## src/rtl/fifo_flex_if.sv

```systemverilog
// Handshake/data bundle between the producer/consumer side and the fifo_flex core.
// Handshake semantics: a write is taken on a rising edge when cs & wr_en & !full,
// a read is taken when cs & rd_en & !empty; full/empty act as the inverse ready
// signals and are decoded from registered state only, so they never depend on
// the request inputs of the same cycle.
interface fifo_flex_if #(
  parameter int DATA_WIDTH = 32,
  parameter int DEPTH      = 8
) ();
  localparam int AW = $clog2(DEPTH);

  logic                  cs;
  logic                  wr_en;
  logic                  rd_en;
  logic                  flush;
  logic                  clr_err;
  logic [DATA_WIDTH-1:0] din;
  logic [DATA_WIDTH-1:0] dout;
  logic                  full;
  logic                  empty;
  logic                  almost_full;
  logic                  almost_empty;
  logic [AW:0]           count;
  logic                  overflow;
  logic                  underflow;

  // Producer/consumer side: drives requests and data, observes status.
  modport master (
    output cs, wr_en, rd_en, flush, clr_err, din,
    input  dout, full, empty, almost_full, almost_empty, count, overflow, underflow
  );

  // FIFO side.
  modport slave (
    input  cs, wr_en, rd_en, flush, clr_err, din,
    output dout, full, empty, almost_full, almost_empty, count, overflow, underflow
  );
endinterface

```

## src/rtl/fifo_flex.sv

```systemverilog
// Single-clock FIFO with watermarks, occupancy count, sticky error flags,
// synchronous flush and a selectable first-word-fall-through read port.
// Pointers carry one extra wrap bit so full and empty are distinguishable.
module fifo_flex #(
  parameter int DATA_WIDTH = 32,
  parameter int DEPTH      = 8,
  parameter int AF_THRESH  = DEPTH - 2,
  parameter int AE_THRESH  = 2,
  parameter int FWFT       = 0
) (
  input  logic       clk,
  input  logic       rst,
  fifo_flex_if.slave bus
);
  localparam int AW = $clog2(DEPTH);
  typedef logic [AW:0] ptr_t;

  localparam ptr_t DEPTH_P = ptr_t'(DEPTH);
  localparam ptr_t AF_P    = ptr_t'(AF_THRESH);
  localparam ptr_t AE_P    = ptr_t'(AE_THRESH);

  ptr_t wr_ptr_q, wr_ptr_d;
  ptr_t rd_ptr_q, rd_ptr_d;
  ptr_t count;
  logic overflow_q, overflow_d;
  logic underflow_q, underflow_d;
  logic full, empty;
  logic flush_acc, wr_acc, rd_acc;
  logic ov_set, uf_set;
  logic [AW-1:0] rd_addr;

  logic [DATA_WIDTH-1:0] mem_q [DEPTH];

  // Status decode is purely from the registered pointers.
  assign count   = wr_ptr_q - rd_ptr_q;
  assign full    = (count == DEPTH_P);
  assign empty   = (count == '0);
  assign rd_addr = rd_ptr_q[AW-1:0];

  // Flush wins over everything; requests in a flush cycle are dropped silently.
  assign flush_acc = bus.cs & bus.flush;
  assign wr_acc    = bus.cs & bus.wr_en & ~full  & ~flush_acc;
  assign rd_acc    = bus.cs & bus.rd_en & ~empty & ~flush_acc;
  assign ov_set    = bus.cs & bus.wr_en & full  & ~flush_acc;
  assign uf_set    = bus.cs & bus.rd_en & empty & ~flush_acc;

  // Next-state for pointers and sticky error flags (set beats clear).
  always_comb begin
    wr_ptr_d    = wr_ptr_q;
    rd_ptr_d    = rd_ptr_q;
    overflow_d  = overflow_q;
    underflow_d = underflow_q;
    if (flush_acc) begin
      wr_ptr_d = '0;
      rd_ptr_d = '0;
    end else begin
      if (wr_acc) wr_ptr_d = wr_ptr_q + ptr_t'(1);
      if (rd_acc) rd_ptr_d = rd_ptr_q + ptr_t'(1);
    end
    if (bus.clr_err) begin
      overflow_d  = 1'b0;
      underflow_d = 1'b0;
    end
    if (ov_set) overflow_d  = 1'b1;
    if (uf_set) underflow_d = 1'b1;
  end

  // Pointer and error flag registers.
  always_ff @(posedge clk or posedge rst) begin
    if (rst) begin
      wr_ptr_q    <= '0;
      rd_ptr_q    <= '0;
      overflow_q  <= 1'b0;
      underflow_q <= 1'b0;
    end else begin
      wr_ptr_q    <= wr_ptr_d;
      rd_ptr_q    <= rd_ptr_d;
      overflow_q  <= overflow_d;
      underflow_q <= underflow_d;
    end
  end

  // Storage array; contents are deliberately left unreset.
  always_ff @(posedge clk) begin
    if (wr_acc) mem_q[wr_ptr_q[AW-1:0]] <= bus.din;
  end

  generate
    if (FWFT != 0) begin : g_fwft
      // Head entry is presented directly; meaningless while empty.
      assign bus.dout = mem_q[rd_addr];
    end else begin : g_std
      logic [DATA_WIDTH-1:0] dout_q, dout_d;

      // Registered read port: loads the head entry on an accepted pop.
      always_comb begin
        dout_d = dout_q;
        if (rd_acc) dout_d = mem_q[rd_addr];
      end

      // Read data register.
      always_ff @(posedge clk or posedge rst) begin
        if (rst) dout_q <= '0;
        else     dout_q <= dout_d;
      end

      assign bus.dout = dout_q;
    end
  endgenerate

  assign bus.full         = full;
  assign bus.empty        = empty;
  assign bus.almost_full  = (count >= AF_P);
  assign bus.almost_empty = (count <= AE_P);
  assign bus.count        = count;
  assign bus.overflow     = overflow_q;
  assign bus.underflow    = underflow_q;
endmodule

```

## src/flat_wrapper.sv

```systemverilog
// flat-port wrapper written by rule: the top's interface ports become plain ports
module fifo_flex_flat 
#(
  parameter int DATA_WIDTH = 32,
  parameter int DEPTH      = 8,
  parameter int AF_THRESH  = DEPTH - 2,
  parameter int AE_THRESH  = 2,
  parameter int FWFT       = 0
)
  (clk, rst, bus_cs, bus_wr_en, bus_rd_en, bus_flush, bus_clr_err, bus_din, bus_dout, bus_full, bus_empty, bus_almost_full, bus_almost_empty, bus_count, bus_overflow, bus_underflow);
  fifo_flex_if #(.DATA_WIDTH(DATA_WIDTH), .DEPTH(DEPTH)) bus_i ();
  input  logic clk;
  input  logic rst;
  input wire logic [$bits(bus_i.cs)-1:0] bus_cs;
  input wire logic [$bits(bus_i.wr_en)-1:0] bus_wr_en;
  input wire logic [$bits(bus_i.rd_en)-1:0] bus_rd_en;
  input wire logic [$bits(bus_i.flush)-1:0] bus_flush;
  input wire logic [$bits(bus_i.clr_err)-1:0] bus_clr_err;
  input wire logic [$bits(bus_i.din)-1:0] bus_din;
  output wire logic [$bits(bus_i.dout)-1:0] bus_dout;
  output wire logic [$bits(bus_i.full)-1:0] bus_full;
  output wire logic [$bits(bus_i.empty)-1:0] bus_empty;
  output wire logic [$bits(bus_i.almost_full)-1:0] bus_almost_full;
  output wire logic [$bits(bus_i.almost_empty)-1:0] bus_almost_empty;
  output wire logic [$bits(bus_i.count)-1:0] bus_count;
  output wire logic [$bits(bus_i.overflow)-1:0] bus_overflow;
  output wire logic [$bits(bus_i.underflow)-1:0] bus_underflow;
  assign bus_i.cs = bus_cs;
  assign bus_i.wr_en = bus_wr_en;
  assign bus_i.rd_en = bus_rd_en;
  assign bus_i.flush = bus_flush;
  assign bus_i.clr_err = bus_clr_err;
  assign bus_i.din = bus_din;
  assign bus_dout = bus_i.dout;
  assign bus_full = bus_i.full;
  assign bus_empty = bus_i.empty;
  assign bus_almost_full = bus_i.almost_full;
  assign bus_almost_empty = bus_i.almost_empty;
  assign bus_count = bus_i.count;
  assign bus_overflow = bus_i.overflow;
  assign bus_underflow = bus_i.underflow;
  fifo_flex #(.DATA_WIDTH(DATA_WIDTH), .DEPTH(DEPTH), .AF_THRESH(AF_THRESH), .AE_THRESH(AE_THRESH), .FWFT(FWFT)) u_core (.clk(clk), .rst(rst), .bus(bus_i));
endmodule
```

## config.mk

```make
export PLATFORM = sky130hd
export DESIGN_NAME = fifo_flex_flat
export DESIGN_NICKNAME = d
export VERILOG_FILES = /design/src/rtl/fifo_flex_if.sv /design/src/rtl/fifo_flex.sv /design/src/flat_wrapper.sv
export SDC_FILE = /design/constraint.sdc
export NUM_CORES = 1
export LEC_CHECK = 0
export CELL_PAD_IN_SITES_DETAIL_PLACEMENT = 1
export CELL_PAD_IN_SITES_GLOBAL_PLACEMENT = 1
export CORE_ASPECT_RATIO = 1.5
export CORE_UTILIZATION = 55
export CTS_BUF_LIST = sky130_fd_sc_hd__clkbuf_8
export DETAILED_ROUTE_END_ITERATION = 10
export DONT_BUFFER_PORTS = 1
export PLACE_DENSITY = 0.89
export SYNTH_ARGS = -nofsm -noshare
export SYNTH_HDL_FRONTEND = slang
export SYNTH_SLANG_ARGS = --single-unit
```

## constraint.sdc

```tcl
create_clock -name clk -period 10.8 [get_ports clk]
set_clock_uncertainty 0.15 [all_clocks]
set_input_delay 2.16 -clock clk [delete_from_list [all_inputs] [get_ports clk]]
set_output_delay 2.16 -clock clk [all_outputs]
set_load 0.03 [all_outputs]
```

**After elaboration in Yosys (flattened, before gate mapping)**

Memory sizes are Yosys's and may differ from the RTL's. A register that Yosys moved wholly into a read port is not among the register bits.
Cells that the tools add are included.
Widths: inputs -> output; s select.

- Register bits: 10
- Memory bits (writable): 256
- Bits of input ports: 39
- Output and inout bits: 42
- Logic and storage cells: 39
- Memories: 1

- Add/sub/neg operators: 3
- Magnitude comparators: 2
- Equality and inequality tests: 1
- Multiplexer cells: 9
- Bitwise operators: 14
- Reductions and logical operators: 5

Memory list:

| name | depth | bits a word | rd ports | clocked after memory_dff | wr ports | RTL line | text |
|---|---|---|---|---|---|---|---|
| u_core.mem_q | 8 | 32 | 1 | 1 | 1 | fifo_flex.sv:32 | `logic [DATA_WIDTH-1:0] mem_q [DEPTH];` |

Operators with widths:

| operator | number |
|---|---|
| $mux 4 | 4 |
| $and 1x1->1 | 11 |
| $add 4x1->4 const B | 2 |
| $reduce_bool 2->1 | 4 |
| $mux 1 | 5 |
| $eq 4x4->1 const B | 1 |
| $ge 4x3->1 const B | 1 |
| $le 4x2->1 const B | 1 |
| $logic_not 4->1 | 1 |
| $sub 4x4->4 | 1 |
| $not 1->1 | 3 |

**Depth between registers and ports, before layout**

- Depth in word-level cells: 7
- Depth in mapped cells: 10
- Mapped depth without buffers: 9

**Worst setup path after synthesis**

OpenSTA, ideal clock, no wires.

- Path kind: input to register
- Start: input port bus_cs
- End: memory u_core.mem_q[0][0], enable pin
- Setup time: 0.461 ns
- Data arrival time: 5.127 ns
- Required time: 10.189 ns
- Slack: 5.062 ns
- Cell stages on the path: 5
- Buffers on the path: 2
- Cells stage by stage: clkbuf_1 nor2b_1 clkbuf_1 nand3_1 nor3_1

- Word-level cells in the longest chain between the ends: 5
- Elaborated cells between the ends (all ways): 7
- Those cells by class: 2 x mux; 5 x bitwise

RTL lines:

| item | RTL line | text |
|---|---|---|
| start: declaration | flat_wrapper.sv:14 | `input wire logic [$bits(bus_i.cs)-1:0] bus_cs;` |
| $and 1x1->1, on equally long branches | fifo_flex.sv:42, fifo_flex.sv:41 |  |
| $and 1x1->1 / $not 1->1 (equally long branches) | fifo_flex.sv:42 | `assign wr_acc = bus.cs & bus.wr_en & ~full & ~flush_acc;` |
| $and 1x1->1 (*) | fifo_flex.sv:42 |  |
| $mux 1 (*) | fifo_flex.sv:85 | `if (wr_acc) mem_q[wr_ptr_q[AW-1:0]] <= bus.din;` |
| $mux 1 (implied by the code) (*) | fifo_flex.sv:85 |  |
| end: declaration | fifo_flex.sv:32 |  |

Mark *: on every way between the ends. The rest lies on a longest branch, timed or not.

**Worst setup path after layout**

- Start: register u_core.rd_ptr_q[2]
- End: output port bus_almost_empty

- Word-level cells in the longest chain between the ends: 2

RTL lines:

| item | RTL line | text |
|---|---|---|
| start: declaration | fifo_flex.sv:23 | `ptr_t rd_ptr_q, rd_ptr_d;` |
| start signal: assignment | fifo_flex.sv:77 | `rd_ptr_q <= rd_ptr_d;` |
| $sub 4x4->4 | fifo_flex.sv:35 | `assign count = wr_ptr_q - rd_ptr_q;` |
| net bus_count[3] | flat_wrapper.sv:25 | `output wire logic [$bits(bus_i.count)-1:0] bus_count;` |
| $le 4x2->1 | fifo_flex.sv:114 | `assign bus.almost_empty = (count <= AE_P);` |
| end: declaration | flat_wrapper.sv:24 | `output wire logic [$bits(bus_i.almost_empty)-1:0] bus_almost_empty;` |

The timed path passes the listed nets, and every way through them passes these cells.

==> impl_metrics.env <==
export IMPL_synth_cell_types=41
export IMPL_endpoint_kind="primary output"
export IMPL_wl_per_cell_microns=26.5
export IMPL_vias=5427
export IMPL_drcViolationCount=0
export IMPL_crit_end="bus_almost_empty"
export IMPL_worstHoldPathType="reg -> reg"
export IMPL_syn_avg_cell_area_sq_um=20.2
export IMPL_die_area_sq_um=21400
export IMPL_synthFlopType="edfxtp_1"
export IMPL_slew_viol_final=0
export IMPL_min_period_over_period=0.590
export IMPL_path_clk_slew_ns=0.06
export IMPL_cts_root_buf="clkbuf_8"
export IMPL_r2r_end="u_core.mem_q[2][31]$_DFFE_PP_"
export IMPL_portBuffers=0
export IMPL_setup_viol=0
export IMPL_grt_pass1_vias=6048
export IMPL_viasPerCell=6.15
export IMPL_drive_gt1_frac=0.223
export IMPL_antenna_found_initial=0
export IMPL_power_leakage_nw=4.30
export IMPL_cts_sinks=298
export IMPL_hold_viol=0
export IMPL_clock_latency_ns=0.53
export IMPL_place_gp_congestion=0.812
export IMPL_cts_inserted_buffers=41
export IMPL_grt_pass1_wl_microns=35900
export IMPL_clk_path_buf_depth=3
export IMPL_synth_edf_count=256
export IMPL_status="complete, no violations"
export IMPL_drt_pre_antenna_iters=4
export IMPL_rsz0062_at_grt="false"
export IMPL_cts_tree="built"
export IMPL_gr_total_overflow=0
export IMPL_nets=633
export IMPL_start_kind="flip-flop"
export IMPL_hold_depth=1
export IMPL_power_density_nw_per_um2=244
export IMPL_area_growth_pct=9.39
export IMPL_grt_usage=0.230
export IMPL_fmax_mhz=157
export IMPL_cts_setup_buffers=0
export IMPL_async_flop_share=0.141
export IMPL_synthCells=568
export IMPL_drt_initial_drc_count=420
export IMPL_grt_max_degree=68
export IMPL_antenna_cells=0
export IMPL_yosys_top_cells_area="edfxtp_1 67%, mux4_2 13%, dfrtp_1 9.2%, mux2i_1 2.9%, a21oi_1 1.4%"
export IMPL_cts_resized=0
export IMPL_io_pin_count=81
export IMPL_path_class="reg -> out"
export IMPL_start_util=0.562
export IMPL_maxCapViolCount=0
export IMPL_yosysWarnings=0
export IMPL_worstPathArrival_ns=4.06
export IMPL_syn_num_nets=613
export IMPL_layout_min_cycle_time_ns=6.37
export IMPL_netlist_area_sq_um=11500
export IMPL_rrSetupSlack_ns=6.01
export IMPL_ir_drop_mv=0.114
export IMPL_holdWs_ns=0.395
export IMPL_wl_microns=23400
export IMPL_worstMarginPinSlew_ns=1.28
export IMPL_postCtsHoldBufs=0
export IMPL_dieWidth_microns=120
export IMPL_crit_start="u_core.rd_ptr_q[2]$_DFFE_PP0P_"
export IMPL_std_cell_rows=64
export IMPL_synth_top_area_frac=0.670
export IMPL_critPathRequiredTime_ns=8.49
export IMPL_worstPathMaxFanout=33
export IMPL_chipHeight_microns=179
export IMPL_ys_ff_latch=298
export IMPL_hpwl_microns=13100
export IMPL_cts_htree_levels=2
export IMPL_slew_headroom=0.146
export IMPL_r2r_start="u_core.rd_ptr_q[2]$_DFFE_PP0P_"
export IMPL_synth_top_area_cell="edfxtp_1"
export IMPL_seq_area_frac_synth=0.762
export IMPL_fin_tns_setup_ns=0
export IMPL_worstRegToRegCells=7
export IMPL_core_sq_um=20400
export IMPL_ant_nets=0
==> cells in the mapped netlist (4+ instances only) <==
cell and number:
buf_2 13, nor2_1 38, ha_1 5, inv_1 9
o21ai_0 6, nand2_1 4, a32o_1 4, a21oi_1 33
mux4_2 64, mux2i_1 33, dfrtp_1 42, nand3_1 8
nor2b_1 4, nand2b_1 5, clkbuf_1 11, edfxtp_1 256
==> cell usage in the layout, fill, tap and decap left out, drive strengths merged, types with 3 or more instances in the layout <==
cell,synthesis,final
a32o,4,4
dfrtp,42,42
mux2i,33,33
nand2,4,4
clkinv,0,7
inv,10,29
nor2,38,38
a21oi,33,33
mux4,64,64
nand3,8,8
edfxtp,256,256
ha,5,5
nand2b,5,5
o21ai,7,7
nor3,3,3
nor2b,4,4
clkbuf,12,46
buf,16,5
==> logic make-up after synthesis <==
| kind of cell | after synthesis | share of synthesized area |
|---|---|---|
| xor gates and xnor gates | 3 | 0.00295 |
| adders and majority gates | 6 | 0.00720 |
| DFF | 298 | 0.762 |
| AOI/OAI and AO/OA | 55 | 0.0297 |
| and+or+nand+nor | 71 | 0.0296 |
| buffers and inverters | 38 | 0.0143 |
| muxes | 97 | 0.154 |
==> critical path: stages, from the launching register on <==
cell and delay (ns):
dfrtp_1 0.42, inv_2 0.87, ha_1 0.46, and3b_1 0.25
o21ai_1 0.36, nand2_1 0.33, a211oi_1 0.84
==> per-stage QoR <==
stage / utilization / std cells / instance area [sq um] / power (W) / setup WS, ns
floorplan: - / 568 / 11500 / 0.00212 / 5.06
global placement: 0.576 / 809 / 11800 / 0.00223 / 5.12
detailed placement: 0.576 / 809 / 11800 / 0.00227 / 4.99
CTS: 0.614 / 882 / 12500 / 0.00309 / 4.42
global route: 0.614 / 882 / 12500 / 0.00319 / 4.30
finish: 0.614 / 882 / 12500 / 0.00306 / 4.43
==> report_power, final <==
| group | switching, W | total (W) | internal, W |
|---|---|---|---|
| Sequential | 0.000211 | 0.00156 | 0.00134 |
| Combinational | 0.000390 | 0.000686 | 0.000296 |
| Clock | 0.000404 | 0.000821 | 0.000416 |
| Total | 0.00101 | 0.00306 | 0.00206 |
==> cell type report <==
type	instances	area (sq um)
clock inverter	27	143
inverter	10	37.5
multi-input combinational	232	2620
clock buffer	46	633
fill	1729	7870
tap	264	330
sequential	298	8740
timing repair buffer	5	37.5
==> registers in the layout, summed over array words and instances (netlist names) <==
| signal | flops |
|---|---|
| u_core.mem_q | 256 |
| u_core.bus.dout | 32 |
| u_core.wr_ptr_q | 4 |
| u_core.bus.overflow | 1 |
| u_core.bus.underflow | 1 |
| u_core.rd_ptr_q | 4 |
==> worst min-delay path by stage <==
| stage | startpoint | end | slack [ns] |
|---|---|---|---|
| 6_report | u_core.rd_ptr_q[2]$_DFFE_PP0P_ | u_core.rd_ptr_q[2]$_DFFE_PP0P_ | 0.39 |
| 5_1_grt | u_core.rd_ptr_q[2]$_DFFE_PP0P_ | u_core.rd_ptr_q[2]$_DFFE_PP0P_ | 0.41 |
| 4_1_cts | u_core.rd_ptr_q[2]$_DFFE_PP0P_ | u_core.rd_ptr_q[2]$_DFFE_PP0P_ | 0.39 |
| 3_5_place_dp | u_core.rd_ptr_q[2]$_DFFE_PP0P_ | u_core.rd_ptr_q[2]$_DFFE_PP0P_ | 0.38 |
| 3_3_place_gp | u_core.rd_ptr_q[2]$_DFFE_PP0P_ | u_core.rd_ptr_q[2]$_DFFE_PP0P_ | 0.36 |
| 2_1_floorplan | u_core.rd_ptr_q[2]$_DFFE_PP0P_ | u_core.rd_ptr_q[2]$_DFFE_PP0P_ | 0.34 |
==> routing by layer <==
layer	routed length [microns]	track usage
met1	8860	0.281
met2	12500	0.398
met3	1350	0.0499
met4	695	0.0906
met5	0	0
Note: power is estimated with default switching activity, not from simulation.
